`config.mk`:
```
export PLATFORM = sky130hd
export DESIGN_NAME = pipe_hazard_ctrl
export DESIGN_NICKNAME = d
export VERILOG_FILES = /design/src/rtl/pipe_hazard_ctrl.sv
export SDC_FILE = /design/constraint.sdc
export NUM_CORES = 1
export LEC_CHECK = 0
export ABC_AREA = 1
export BUFFER_PORTS_ARGS = -buffer_cell sky130_fd_sc_hd__buf_2
export CAP_MARGIN = 20
export CORE_ASPECT_RATIO = 1.75
export CORE_MARGIN = 5
export CORE_UTILIZATION = 60
export CTS_CLUSTER_DIAMETER = 80
export CTS_CLUSTER_SIZE = 12
export DETAILED_ROUTE_END_ITERATION = 8
export PLACE_DENSITY = 0.87
export SYNTH_ARGS = -nofsm -noshare
export SYNTH_HDL_FRONTEND = slang
export SYNTH_SLANG_ARGS = --single-unit
```
`constraint.sdc`:
```
create_clock -name clk -period 5.4 [get_ports clk]
set_input_delay 0.27 -clock clk [delete_from_list [all_inputs] [get_ports clk]]
set_output_delay 0.27 -clock clk [all_outputs]
set_load 0.02 [all_outputs]
```
`src/rtl/pipe_hazard_ctrl.sv`:
```
// Pipeline sequencer: register load enables, bubbles/flushes, memory port
// arbitration between fetch and MEM, halt, and saturating stall/flush counters.
module pipe_hazard_ctrl #(
  parameter int REG_W = 5,
  parameter int CNT_W = 32
) (
  input  logic             clk,
  input  logic             rst,
  input  logic [REG_W-1:0] id_rs1,
  input  logic [REG_W-1:0] id_rs2,
  input  logic             ex_memread,
  input  logic [REG_W-1:0] ex_rd,
  input  logic             ex_branch_taken,
  input  logic             mem_req,
  input  logic             mem_ready,
  input  logic             halt_req,
  output logic             pc_load,
  output logic             ifid_load,
  output logic             idex_load,
  output logic             exmem_load,
  output logic             memwb_load,
  output logic             ifid_flush,
  output logic             idex_flush,
  output logic             mem_sel_data,
  output logic             halted,
  output logic [CNT_W-1:0] stall_cnt,
  output logic [CNT_W-1:0] flush_cnt
);

  typedef enum logic [1:0] {RUN, MEM_WAIT, HALTED} state_e;

  localparam logic [CNT_W-1:0] ONE = 1;

  state_e           state_q, state_d;
  logic [CNT_W-1:0] stall_cnt_q, stall_cnt_d;
  logic [CNT_W-1:0] flush_cnt_q, flush_cnt_d;
  logic             load_use;
  logic             flush_ev;

  assign load_use = ex_memread && (ex_rd != '0) &&
                    ((ex_rd == id_rs1) || (ex_rd == id_rs2));

  always_comb begin
    state_d      = state_q;
    pc_load      = 1'b0;
    ifid_load    = 1'b0;
    idex_load    = 1'b0;
    exmem_load   = 1'b0;
    memwb_load   = 1'b0;
    ifid_flush   = 1'b0;
    idex_flush   = 1'b0;
    mem_sel_data = 1'b0;
    halted       = 1'b0;
    flush_ev     = 1'b0;
    unique case (state_q)
      RUN, MEM_WAIT: begin
        if (state_q == MEM_WAIT && !mem_ready) begin
          state_d = MEM_WAIT;
        end else if (halt_req) begin
          memwb_load = 1'b1;
          state_d    = HALTED;
        end else if (mem_req && !mem_ready) begin
          mem_sel_data = 1'b1;
          state_d      = MEM_WAIT;
        end else if (ex_branch_taken) begin
          pc_load      = 1'b1;
          ifid_load    = 1'b1;
          idex_load    = 1'b1;
          exmem_load   = 1'b1;
          memwb_load   = 1'b1;
          ifid_flush   = 1'b1;
          idex_flush   = 1'b1;
          mem_sel_data = mem_req;
          flush_ev     = 1'b1;
          state_d      = RUN;
        end else if (load_use) begin
          idex_load    = 1'b1;
          idex_flush   = 1'b1;
          exmem_load   = 1'b1;
          memwb_load   = 1'b1;
          mem_sel_data = mem_req;
          state_d      = RUN;
        end else if (mem_req) begin
          // Data access steals the port: the fetch slot becomes a bubble
          ifid_load    = 1'b1;
          ifid_flush   = 1'b1;
          idex_load    = 1'b1;
          exmem_load   = 1'b1;
          memwb_load   = 1'b1;
          mem_sel_data = 1'b1;
          state_d      = RUN;
        end else begin
          pc_load    = 1'b1;
          ifid_load  = 1'b1;
          idex_load  = 1'b1;
          exmem_load = 1'b1;
          memwb_load = 1'b1;
          state_d    = RUN;
        end
        if (state_q == MEM_WAIT) mem_sel_data = 1'b1;
      end
      HALTED: begin
        halted = 1'b1;
      end
      default: state_d = RUN;
    endcase
    if (rst) begin
      pc_load      = 1'b0;
      ifid_load    = 1'b0;
      idex_load    = 1'b0;
      exmem_load   = 1'b0;
      memwb_load   = 1'b0;
      ifid_flush   = 1'b0;
      idex_flush   = 1'b0;
      mem_sel_data = 1'b0;
      halted       = 1'b0;
      flush_ev     = 1'b0;
    end
  end

  always_comb begin
    stall_cnt_d = stall_cnt_q;
    flush_cnt_d = flush_cnt_q;
    if (state_q != HALTED && !pc_load && !(&stall_cnt_q))
      stall_cnt_d = stall_cnt_q + ONE;
    if (flush_ev && !(&flush_cnt_q))
      flush_cnt_d = flush_cnt_q + ONE;
  end

  always_ff @(posedge clk or posedge rst) begin
    if (rst) begin
      state_q     <= RUN;
      stall_cnt_q <= '0;
      flush_cnt_q <= '0;
    end else begin
      state_q     <= state_d;
      stall_cnt_q <= stall_cnt_d;
      flush_cnt_q <= flush_cnt_d;
    end
  end

  assign stall_cnt = stall_cnt_q;
  assign flush_cnt = flush_cnt_q;

endmodule

```
---- Yosys cells after proc, flatten, opt, wreduce, memory -nomap -nowiden ----
Index checks and enable logic that the tools add are counted.
storage, ports and cells
  logic and storage cells ................. 86
  input bits .............................. 22
  bits in writable memories ............... 0
  register bits ........................... 66
  output and inout port bits .............. 73
  bits in latches ......................... 0
  memories ................................ 0
  memory bits (read-only) ................. 0
cells by class
  $lt $le $gt $ge ......................... 0
  $mul .................................... 0
  divide/modulo/power cells ............... 0
  multiplexer cells ....................... 59
  add/subtract/negate cells ............... 2
  bitwise operators ....................... 0
  eq/ne operators ......................... 5
  reduce and logical (&&, ||, !) cells .... 17
  shift operators ......................... 0
operators with widths
  operator                                                         count
  32-bit by 1-bit adder with 32-bit output, second input constant  2
  32-bit AND reduction                                             2
  1-bit two-way mux                                                56
  5-bit == test                                                    2
  1-bit logical AND                                                7
  5-bit nonzero test                                               1
  1-bit logical NOT                                                4
  2-bit two-way mux                                                2
  2-bit case mux with 2 select lines                               1
  2-bit by 1-bit == test with 1-bit output, second input constant  1
  2-bit == test, second input constant                             1
  2-bit logical NOT                                                1
  2-bit inequality test, second input constant                     1
  2-bit OR reduction                                               1
  1-bit logical OR                                                 1

---- Longest topological paths before layout ----
Gate-level depths: netlist of the first run.
  depth after elaboration ................. 13
  mapped depth ............................ 12
  gate-level depth less buffers ........... 12

---- Worst setup path after synthesis of the first run ----
OpenSTA, ideal clock, no wires.
  path type ............................... input port to output port
  start ................................... input rst
  end ..................................... output ifid_flush
  stages on the path ...................... 7
  arrival ................................. 2.941 ns
  slack ................................... 2.189 ns
  required time ........................... 5.130 ns
  buffers on the path ..................... 0
  cells stage by stage .................... inv_1 nand2_1 nor2_1 nand3_1 inv_1 nand2_1 o21ai_0
between the ends
  longest elaborated chain between the ends .. 1
ends and longest elaborated chain
  element            RTL line  RTL
  from (decl)        8         input logic rst,
  1-bit two-way mux  107       if (rst) begin
  to (decl)          22        output logic ifid_flush,
No other way between the ends.

---- Worst setup path in the final report of the first run ----
  start ................................... input rst
  end ..................................... register stall_cnt_q[26], in the netlist stall_cnt[26]
between the ends
  longest elaborated chain between the ends .. 4
ends and longest elaborated chain
  element                         RTL line  RTL
  1-bit two-way mux               107
  1-bit logical NOT               124       if (state_q != HALTED && !pc_load && !(&stall_cnt_q))
  1-bit logical AND (2 in a row)  124
  to (signal assigned)            137       stall_cnt_q <= stall_cnt_d;
  to (decl)                       35        logic [CNT_W-1:0] stall_cnt_q, stall_cnt_d;
No other way between the ends.
A chain may end at the register's enable or synchronous reset.

==> metrics.md, run 1 <==
| Metric | Value |
|---|---|
| Crit path max-delay family | simple AND/OR/NAND/NOR gates |
| Final Max Tran Viols | 0 |
| DRT iter0 DRCs | between 200 and 300 |
| Nets | around 750 |
| Worst Skew | 5.99 ps |
| Die width | roughly 75 um |
| Mapped Area | approximately 4400 um2 |
| Max clock buf depth | 2 |
| Main combinational cell family by area after synthesis | simple AND/OR/NAND/NOR gates |
| Antenna Nets Post-Route | 0 |
| Post-synthesis adder-cell area fraction | less than 1% |
| Global-route wire length before repair | ~20 mm |
| F_max | approximately 350 MHz |
| Slew margin rel. | 44.4% |
| Syn nets | about 660 |
| Synth Area in Compound Gates | between 1.5 and 2% |
| Crit start category | input pin |
| CP max stage delay | roughly 720 ps |
| Pre-CTS setup slack | ~2100 ps |
| Share of layout cells above drive strength 1 | 19.4% |
| CP most frequent cell | nand2_1 |
| Worst-path cell chain | buf_2, inv_2, buf_4, nand2_1, nor2_1, nand3_1, inv_1, nand3_2, nand2_2, nand2_1, nand2_1 |
| VDD IR max | ~0.23 mV |
| Yosys warnings | 0 |
| HPWL after DPL | 8.99 mm |
| Worst EP arrival | 3130 ps |
| Starting Density | 61.3% |
| Total power | 1.55 mW |
| Number of global-route vias before repair | between 4000 and 5000 |
| DRC Markers | 0 |
| RSZ-0062 raised after global routing | false |
| Drt pass-1 iters | 6 |
| # fillers | a little under 600 |
| Final instance area | 5220 um2 |
| Worst Path Buf+Inv | 4 |
| Hold Vio Cnt, Final | 0 |
| Reg clk slew, reported paths | approximately 60 ps |
| Min-Delay Path Class | in2reg |
| Async S/R FF share, synth | 100% |
| Least-Margin Pin Slew | between 800 and 900 ps |
| Worst Path Max Fanout | 67 |
| GP Congestion | between 0.9 and 1 |
| Post-synthesis sequential element count | 66 |
| Power per Cell Area | between 200 and 300 nW/um2 |
| End-of-flow core utilization | approximately 73% |
| Die area | approximately 9200 um2 |
| Sequential area share after synthesis | between 30% and 40% |
| Slowest stage cell, crit path | nand2_2 |
| CTS tree | built |
| Total grt overflow | 0 |
| Status | completed |
| Final WL | ~12 mm |
| CTS buffer count | 9 |
| H-tree level count | 3 |
| Cells after Synth | around 640 |
| Most frequent cells in the layout | nand2_1 (232), buf_2 (94), nor2_1 (83), dfrtp_1 (66), inv_1 (57) |
| Io pins | between 90 and 100 |
| Via count | 4486 |
| # diodes | 0 |
| Clk_lat worst skew | between 300 and 400 ps |
| Initial antenna violation count | 0 |
| Synth Area in Simple Gates | between 40% and 50% |
| CTS Hold Bufs | 0 |
| Mux share of post-synthesis cell area | 0% |
| Setup slack after layout | between 2000 and 3000 ps |
| Row cnt | between 40 and 50 |
| Largest net degree at the start of global routing | between 60 and 70 |
| Synth Area in XOR/XNOR | about an eighth |
| Period utilisation layout | a little over half |
| Via density | around 5.5 |
| DP Area | 4890 um2 |
| IO Port Bufs | 94 |
| Core area | just over 7000 um2 |
| Post-Syn Area per Cell | approximately 6.9 um2 |
| Die height | around 120 um |
| Post-CTS Setup Inserts | 0 |
| Post-synth EDFFs | 0 |
| CP endpoint kind | flop |
| Area delta synth->final | 18.5% |
| Post-cts resize count | 0 |
| CP Class | in2reg |
| Max-Cap Viols | 0 |
| GRT Overall Usage | 27.9% |
| Critical Path RT | between 5000 and 6000 ps |
| Routed WL per cell | between 15 and 20 um |
| Root Buffer | clkbuf_16 |
| Most common cell after layout, fill and taps aside | nand2_1 |
| Cell variety after synth | 25 |
| Clock sinks | 66 |
| Leak | about 2.7 nW |
| Period minus WS final | 2860 ps |
| Final setup viols | 0 |
| Top_reg_cell synth | dfrtp_1 |
| Setup TNS | 0 ps |
-- registers in the layout, indices dropped and copies added (netlist names) --
| name | cells |
|---|---|
| stall_cnt | 32 |
| state_q | 2 |
| flush_cnt | 32 |
-- worst paths after layout --
check,from,end,slack (ps),cells after the start
worst max-delay path,rst,stall_cnt[26],2540,11
worst min-delay path,mem_ready,state_q[0],110,2
worst max register to register,stall_cnt[0],stall_cnt[26],2820,11
worst min register to register,state_q[1],state_q[0],460,1
max in group asynchronous,rst,flush_cnt[11],4670,3
min in group asynchronous,rst,flush_cnt[22],190,3
-- synthesized netlist by cell type, types with 3 or more instances --
cell type	instances	area share [%]
nand2_1	232	20
xor2_1	36	7.2
o21ai_1	4	0.45
nor3_1	18	2.0
buf_2	7	0.80
dfrtp_1	66	38
nand3_1	49	5.6
buf_6	3	0.77
xnor2_1	26	5.2
inv_1	58	4.9
nor3_2	4	0.91
nand3_2	3	0.68
nor2_1	83	7.1
o21ai_2	3	0.60
nor2_4	3	0.77
nand4_1	10	1.4
buf_4	4	0.68
inv_2	4	0.34
nand2_2	8	1.1
nor2_2	4	0.57
o21ai_0	5	0.57
-- metrics by stage --
| step | hold WS (ps) | std cells |
|---|---|---|
| finish | 105 | 818 |
| CTS | 96.6 | 818 |
| floorplan | 341 | 635 |
| global route | 98.1 | 818 |
| global placement | 442 | 802 |
| detailed placement | 451 | 802 |
-- kinds of logic after synthesis --
logic type,after synthesis
AOI/OAI and AO/OA,13
xor gates and xnor gates,62
adders and majority gates,2
buffers and inverters,76
DFF,66
and+or+nand+nor,416
-- report_power, final --
group / internal, mW / switching, mW / total [mW]
logic: 0.0924 / 0.222 / 0.314
registers: 0.535 / 0.0578 / 0.593
clock network: 0.417 / 0.225 / 0.643
total: 1.04 / 0.505 / 1.55
-- routing by layer --
layer	vias up	part of all wire, %	track usage, %
li1	2151	-	-
met1	2042	35	28.6
met2	211	52	49.0
met3	82	5.6	4.39
met4	0	7.3	20.8
met5	-	0	0
-- area by class of cell --
type                            instances  area (um2)  share of cell area, %
Sequential cell                        66        1650                   31.7
Clock inverter                          6        90.1                   1.73
Clock buffer                           10         239                   4.58
Timing Repair Buffer                   95         478                   9.16
Tap cell                               86         108                   2.06
Inverter                               62         233                   4.46
Multi-Input combinational cell        493        2420                   46.3
(Power assumes the default switching activity.)
==> run 2: changes to the inputs <==
--- a/config.mk
+++ b/config.mk
@@ -5,16 +5,16 @@
 export SDC_FILE = /design/constraint.sdc
 export NUM_CORES = 1
 export LEC_CHECK = 0
-export ABC_AREA = 1
+export ABC_AREA = 0
 export BUFFER_PORTS_ARGS = -buffer_cell sky130_fd_sc_hd__buf_2
 export CAP_MARGIN = 20
 export CORE_ASPECT_RATIO = 1.75
 export CORE_MARGIN = 5
-export CORE_UTILIZATION = 60
+export CORE_UTILIZATION = 47
 export CTS_CLUSTER_DIAMETER = 80
 export CTS_CLUSTER_SIZE = 12
 export DETAILED_ROUTE_END_ITERATION = 8
-export PLACE_DENSITY = 0.87
+export PLACE_DENSITY = 0.76
 export SYNTH_ARGS = -nofsm -noshare
 export SYNTH_HDL_FRONTEND = slang
 export SYNTH_SLANG_ARGS = --single-unit
==> constraint.sdc (replaced) <==
create_clock -name clk -period 2.6 [get_ports clk]
set_input_delay 0.13 -clock clk [delete_from_list [all_inputs] [get_ports clk]]
set_output_delay 0.13 -clock clk [all_outputs]
set_load 0.02 [all_outputs]
==> metrics.md, run 2 <==
| Metric | Value |
|---|---|
| Status | completed (unchanged) |
| Setup TNS | 0 ps (unchanged) |
| Root Buffer | clkbuf_16 (unchanged) |
| CTS tree | built (unchanged) |
| Sequential area share after synthesis | 48.3% (was 37.5%) |
| Mapped Area | 3420 um2 (was 4400 um2) |
| Clock sinks | 66 (unchanged) |
| Top_reg_cell synth | dfrtp_1 (unchanged) |
| CP endpoint kind | flop (unchanged) |
| Largest area contributor in the netlist | dfrtp_1 (unchanged) |
| Slowest stage cell, crit path | or3_4 (was nand2_2) |
| RSZ-0062 raised after global routing | false (unchanged) |
| Clk_lat worst skew | 320 ps (was 340 ps) |
| Count leader, synth | dfrtp_1 (was nand2_1) |
| Post-CTS Setup Inserts | 0 (unchanged) |
| Total grt overflow | 0 (unchanged) |
| Critical path origin | flush_cnt[0] (was rst) |
| Most common cell after layout, fill and taps aside | buf_2 (was nand2_1) |
| Global-route wire length before repair | 13.0 mm (was 19.7 mm) |
| CTS buffer count | 9 (unchanged) |
| Met1 Wirelength | 2.95 mm (was 4.35 mm) |
| R2R Setup Slk | 310 ps (was 2820 ps) |
| Worst-path cell chain | ha_1, nand3_1, or2_1, or3_4, o21bai_4, mux2_2 (was buf_2, inv_2, buf_4, nand2_1, nor2_1, nand3_1, inv_1, nand3_2, nand2_2, nand2_1, nand2_1) |
| Post-cts resize count | 0 (unchanged) |
| Post-Syn Area per Cell | 10.2 um2 (was 6.93 um2) |
| Row cnt | 41 (unchanged) |
| CP Class | reg2reg (was in2reg) |
| HPWL after DPL | 6.06 mm (was 8.99 mm) |
| DP Area | 3980 um2 (was 4890 um2) |
| Net Switching | 0.530 mW (was 0.505 mW) |
| F_max | between 400 and 500 MHz |
| Top-area cell type share of the netlist area | 48.3% (was 37.5%) |
| Least-Margin Pin Slew | 668 ps (was 835 ps) |
| Share of layout cells above drive strength 1 | 28.7% (was 19.4%) |
| Crit path max-delay family | simple AND/OR/NAND/NOR gates (unchanged) |
| Max-Cap Viols | 0 (unchanged) |
| Core area | 7180 um2 (unchanged) |
| Area delta synth->final | 24.0% (was 18.5%) |
| Die area | 9150 um2 (was 9210 um2) |
| Post-synthesis sequential element count | 66 (unchanged) |
| Nets | 457 (was 751) |
| Drt pass-1 iters | 4 (was 6) |
| Routed WL per cell | 15.4 um (was 15.2 um) |
| Int Power | 1.78 mW (was 1.04 mW) |
| CTS Hold Bufs | 1 (was 0) |
| Power per Cell Area | 544 nW/um2 (was 297 nW/um2) |
| Worst Skew | 4.02 ps (was 5.99 ps) |
| DRT iter0 DRCs | 113 (was 282) |
| Largest net degree at the start of global routing | 43 (was 68) |
| Die height | 123 um (about the same) |
| Via count | 2831 (was 4486) |
| Top cells by area, synth | dfrtp_1 (48%), xnor2_1 (11%), xor2_1 (7.4%), nand4_1 (4.6%), nand3_1 (3.5%) (was dfrtp_1 (38%), nand2_1 (20%), xor2_1 (7.2%), nor2_1 (7.1%), nand3_1 (5.6%)) |
| Setup slack after layout | 313 ps (was 2540 ps) |
| CP max stage delay | 450 ps (was 720 ps) |
| Hold WS | 37.3 ps (was 105 ps) |
| Cell variety after synth | 43 (was 25) |
| Hold Vio Cnt, Final | 0 (unchanged) |
| Worst Path Buf+Inv | 0 (was 4) |
| Worst EP arrival | 2490 ps (was 3130 ps) |
| Slew margin rel. | 55.4% (was 44.4%) |
| Worst reg2reg startpoint | flush_cnt[0] (was stall_cnt[0]) |
| Io pins | 95 (unchanged) |
| Final setup viols | 0 (unchanged) |
| VDD IR max | 0.374 mV (was 0.230 mV) |
| IO Port Bufs | 94 (unchanged) |
| Commonest cells post-synth | dfrtp_1 (66), xnor2_1 (43), xor2_1 (29), nor2_1 (28), nand4_1 (25) (was nand2_1 (232), nor2_1 (83), dfrtp_1 (66), inv_1 (58), nand3_1 (49)) |
| Final Max Tran Viols | 0 (unchanged) |
| Number of global-route vias before repair | 2827 (was 4415) |
| Period utilisation layout | ~90% |
| H-tree level count | 3 (unchanged) |
| Crit path depth | 6 (was 11) |
| Initial antenna violation count | 0 (unchanged) |
| Reg clk slew, reported paths | 50 ps (was 60 ps) |
| Met3 routed WL | 467 um (was 701 um) |
| DRC Markers | 0 (unchanged) |
| Crit start category | flop (was input pin) |
| Starting Density | 47.6% (was 61.3%) |
| DR top layer | met4 (unchanged) |
| # fillers | 634 (was 584) |
| Min-Delay Path Class | in2reg (unchanged) |
| Antenna Nets Post-Route | 0 (unchanged) |
| Worst Path Max Fanout | 13 (was 67) |
| Worst r2r path cells | 6 (was 11) |
| Worst setup path endpoint | flush_cnt[1] (was stall_cnt[26]) |
| Final instance area | 4240 um2 (was 5220 um2) |
| GP Congestion | 0.881 (was 0.992) |
| Critical R2R Capture | flush_cnt[1] (was stall_cnt[26]) |
| Yosys warnings | 0 (unchanged) |
| Met2 WL | 4.44 mm (was 6.48 mm) |
| Post-synth EDFFs | 0 (unchanged) |
| Leak | 2.11 nW (was 2.75 nW) |
| Pre-CTS setup slack | 310 ps (was 2120 ps) |
| GRT Overall Usage | 18.5% (was 27.9%) |
| Critical Path RT | 2800 ps (was 5670 ps) |
| Clk pwr share | 45.7% (was 41.5%) |
| Comb pwr share | 7.1% (was 20.3%) |
| Die width | 74.5 um (was 74.7 um) |
| Sequential power share | 47.2% (was 38.3%) |
| Final WL | 8.04 mm (was 12.4 mm) |
| Period minus WS final | between 2000 and 2500 ps |
| Async S/R FF share, synth | 100% (unchanged) |
| # diodes | 0 (unchanged) |
| Sw Share | 23.0% (was 32.6%) |
| Via density | 5.42 (was 5.48) |
| Most frequent cells in the layout | buf_2 (94), dfrtp_1 (66), xnor2_1 (43), xor2_1 (29), nor2_1 (28) (was nand2_1 (232), buf_2 (94), nor2_1 (83), dfrtp_1 (66), inv_1 (57)) |
| Cells after Synth | 334 (was 635) |
| Max clock buf depth | 2 (unchanged) |
| Syn nets | 358 (was 659) |
## run 2: how the worst min path moves through the flow
stage | from | end | cells past startpoint
floorplan | mem_ready | state_q[0] | 1
global placement | rst | state_q[0] | 2
detailed placement | rst | state_q[1] | 2
CTS | mem_ready | state_q[0] | 2
global route | mem_ready | state_q[0] | 2
finish | mem_ready | state_q[0] | 2
## run 2: kinds of logic after synthesis
family | Yosys count | share of synthesized area [%]
AO/OA/AOI/OAI | 15 | 3.77
XOR/XNOR | 72 | 18.4
adder cells (fa/ha/maj) | 2 | 0.731
buffers and inverters | 26 | 3.33
flip-flops | 66 | 48.3
multiplexers | 2 | 0.658
AND/OR/NAND/NOR | 151 | 24.8
## run 2: routing by layer
metal  GRT usage [%]  up-vias
li1                -     1356
met1            19.9     1368
met2            32.8       90
met3            5.16       17
met4            8.46        0
met5               0        -
## run 2: power groups by stage
stage	clock, mW	combinational, mW	sequential (mW)
finish	1.05	0.163	1.09
global route	1.13	0.180	1.09
CTS	1.07	0.166	1.09
detailed placement	0	0.165	1.10
global placement	0	0.161	1.10
floorplan	0	0.0663	1.13
## run 2: final cells by class
class / count / area, um2 / share of cell area [%]
flip-flops and latches: 66 / 1650 / 38.9
multi-input cells: 242 / 1660 / 39.2
inverters: 15 / 56.3 / 1.33
repair buffers: 99 / 510 / 12.0
well taps: 86 / 108 / 2.54
clock buffers: 14 / 254 / 5.99
## run 2: stage by stage
step           power (mW)  utilization [%]  std cells
2_1_floorplan        1.19                -        334
3_3_place_gp         1.26             55.4        507
3_5_place_dp         1.27             55.4        507
4_1_cts              2.33             59.1        522
5_1_grt              2.40             59.1        522
6_report             2.31             59.1        522
## run 2: worst reg2reg max path: stages, from the launching register on
cell and delay (ps):
dfrtp_1 410, ha_1 190, nand3_1 110, or2_1 340, or3_4 450, o21bai_4 300
mux2_2 380
==> run 3: changes to the inputs <==
--- a/config.mk
+++ b/config.mk
@@ -7,9 +7,9 @@
 export LEC_CHECK = 0
 export ABC_AREA = 0
 export BUFFER_PORTS_ARGS = -buffer_cell sky130_fd_sc_hd__buf_2
-export CAP_MARGIN = 20
+export CAP_MARGIN = 0
 export CORE_ASPECT_RATIO = 1.75
-export CORE_MARGIN = 5
+export CORE_MARGIN = 3
 export CORE_UTILIZATION = 47
 export CTS_CLUSTER_DIAMETER = 80
 export CTS_CLUSTER_SIZE = 12
==> metrics.md, run 3 (synthesized netlist as in run 2, its figures left out) <==
| Metric | Value |
|---|---|
| Status | completed (unchanged) |
| Die width | 70.5 um (was 74.5 um) |
| Routed WL per cell | 15.2 um (was 15.4 um) |
| Global-route wire length before repair | 13.4 mm (was 13.0 mm) |
| Clk_lat worst skew | 330 ps (was 320 ps) |
| Min-Delay Path Class | in2reg (unchanged) |
| Clock sinks | 66 (unchanged) |
| Largest net degree at the start of global routing | 67 (was 43) |
| Cells after DPL | 506 (was 507) |
| # diodes | 0 (unchanged) |
| Comb pwr share | 6.6% (was 7.1%) |
| Worst-path cell chain | ha_1, nand3_1, or2_1, or3_4, o21bai_4, mux2_2 (unchanged) |
| Least-Margin Pin Slew | 823 ps (was 668 ps) |
| CTS buffer count | 9 (unchanged) |
| Initial antenna violation count | 0 (unchanged) |
| Max-Cap Viols | 0 (unchanged) |
| Final Max Tran Viols | 0 (unchanged) |
| Drt pass-1 iters | 4 (unchanged) |
| CTS tree | built (unchanged) |
| Io pins | 95 (unchanged) |
| Reg clk slew, reported paths | 50 ps (about the same) |
| Number of global-route vias before repair | 2869 (was 2827) |
| Nets | 457 (unchanged) |
| Via density | 5.39 (was 5.42) |
| Sw Share | 23.2% (was 23.0%) |
| Via count | 2814 (was 2831) |
| Most common cell after layout, fill and taps aside | buf_2 (unchanged) |
| Area delta synth->final | 24.9% (was 24.0%) |
| Total grt overflow | 0 (unchanged) |
| Final WL | 7.95 mm (was 8.04 mm) |
| Setup TNS | 0 ps (unchanged) |
| Die height | 119 um (was 123 um) |
| Setup slack after layout | 288 ps (was 313 ps) |
| Worst Skew | 5.41 ps (was 4.02 ps) |
| Share of layout cells above drive strength 1 | 29.7% (was 28.7%) |
| Power per Cell Area | 565 nW/um2 (was 544 nW/um2) |
| CTS Hold Bufs | 0 (was 1) |
| Hold Vio Cnt, Final | 0 (unchanged) |
| IO Port Bufs | 94 (unchanged) |
| Worst Path Buf+Inv | 0 (unchanged) |
| Starting Density | 49.2% (was 47.6%) |
| Core area | 6960 um2 (was 7180 um2) |
| Period minus WS final | 2310 ps (was 2290 ps) |
| Leak | 2.12 nW (was 2.11 nW) |
| Clk pwr share | 48.4% (was 45.7%) |
| Row cnt | 40 (was 41) |
| CP endpoint kind | flop (unchanged) |
| Slowest stage cell, crit path | or3_4 (unchanged) |
| DRC Markers | 0 (unchanged) |
| Crit path max-delay family | simple AND/OR/NAND/NOR gates (unchanged) |
| Antenna Nets Post-Route | 0 (unchanged) |
| # fillers | 581 (was 634) |
| CP max stage delay | 450 ps (about the same) |
| Root Buffer | clkbuf_16 (unchanged) |
| Crit start category | flop (unchanged) |
| Period utilisation layout | 88.9% (was 88.0%) |
| RSZ-0062 raised after global routing | false (unchanged) |
| DRT iter0 DRCs | 172 (was 113) |
| GP Congestion | 0.816 (was 0.881) |
| Int Power | 1.85 mW (was 1.78 mW) |
| Post-CTS Setup Inserts | 0 (unchanged) |
| Non-Filler Instances | 522 (unchanged) |
| Worst EP arrival | 2530 ps (was 2490 ps) |
| Critical Path RT | 2810 ps (was 2800 ps) |
| F_max | 432 MHz (was 437 MHz) |
| H-tree level count | 3 (unchanged) |
| Worst Path Max Fanout | 13 (unchanged) |
| Final setup viols | 0 (unchanged) |
| Post-cts resize count | 0 (unchanged) |
| Die area | 8380 um2 (was 9150 um2) |
| VDD IR max | 0.424 mV (was 0.374 mV) |
| CP Class | reg2reg (unchanged) |
| Sequential power share | 45.0% (was 47.2%) |
| Net Switching | 0.561 mW (was 0.530 mW) |
| GRT Overall Usage | 19.9% (was 18.5%) |
| Max clock buf depth | 2 (unchanged) |
| HPWL after DPL | 5.87 mm (was 6.06 mm) |
| Most frequent cells in the layout | buf_2 (94), dfrtp_1 (66), xnor2_1 (43), xor2_1 (29), nor2_1 (28) (unchanged) |
| Pre-CTS setup slack | 295 ps (was 310 ps) |
| Slew margin rel. | 45.1% (was 55.4%) |
==> run 3: cell types whose count changed in the layout (fill, tap and decap cells not counted), sizes merged <==
| cell | change |
|---|---|
| buf | +1 |
| bufinv | +1 |
| clkbuf | -3 |
| clkinv | +2 |
| clkinvlp | +2 |
| dlygate4sd3 | -1 |
==> run 3: final timing paths <==
check,cells after the start,slack [ps],start,to
setup / recovery,6,290,flush_cnt[0],flush_cnt[1]
hold / removal,2,9,mem_ready,state_q[0]
setup reg to reg,6,290,flush_cnt[0],flush_cnt[1]
hold reg to reg,1,490,stall_cnt[26],stall_cnt[26]
max in group asynchronous,3,1980,rst,stall_cnt[25]
min in group asynchronous,3,100,rst,stall_cnt[12]
==> run 3: layout make-up <==
class / count / area, um2 / area share (%)
timing repair buffer: 99 / 508 / 11.9
inverter: 15 / 56.3 / 1.32
multi-input combinational: 242 / 1660 / 38.9
clock buffer: 11 / 233 / 5.45
sequential: 66 / 1650 / 38.7
tap: 84 / 105 / 2.46
clock inverter: 5 / 55.1 / 1.29
==> run 3: per-stage QoR <==
step	utilization (%)	hold WS [ps]	total power [mW]	instance area [um2]
after floorplan	-	201	1.19	3420
after global placement	57.3	346	1.26	3980
after detailed placement	57.3	350	1.27	3980
after CTS	61.4	2.31	2.44	4270
after global routing	61.4	18.9	2.50	4270
final	61.4	8.81	2.41	4270
==> run 3: worst reg2reg max path, stage by stage (launching register included) <==
cell and delay [ps]:
dfrtp_1 420, ha_1 200, nand3_1 110, or2_1 340
or3_4 450, o21bai_4 310, mux2_2 380
==> run 3: per-layer routing <==
metal  GRT usage, %  share of wire (%)  vias to the layer above
li1               -                  -                     1355
met1           21.2                 38                     1363
met2           36.5                 55                       82
met3           3.89                4.8                       14
met4           9.23                2.2                        0
met5              0                  0                        -
==> run 3: power groups by stage <==
stage	combinational (mW)	sequential, mW	clock, mW
2_1_floorplan	0.0663	1.13	0
3_3_place_gp	0.159	1.10	0
3_5_place_dp	0.164	1.10	0
4_1_cts	0.165	1.08	1.19
5_1_grt	0.180	1.09	1.23
6_report	0.160	1.08	1.17
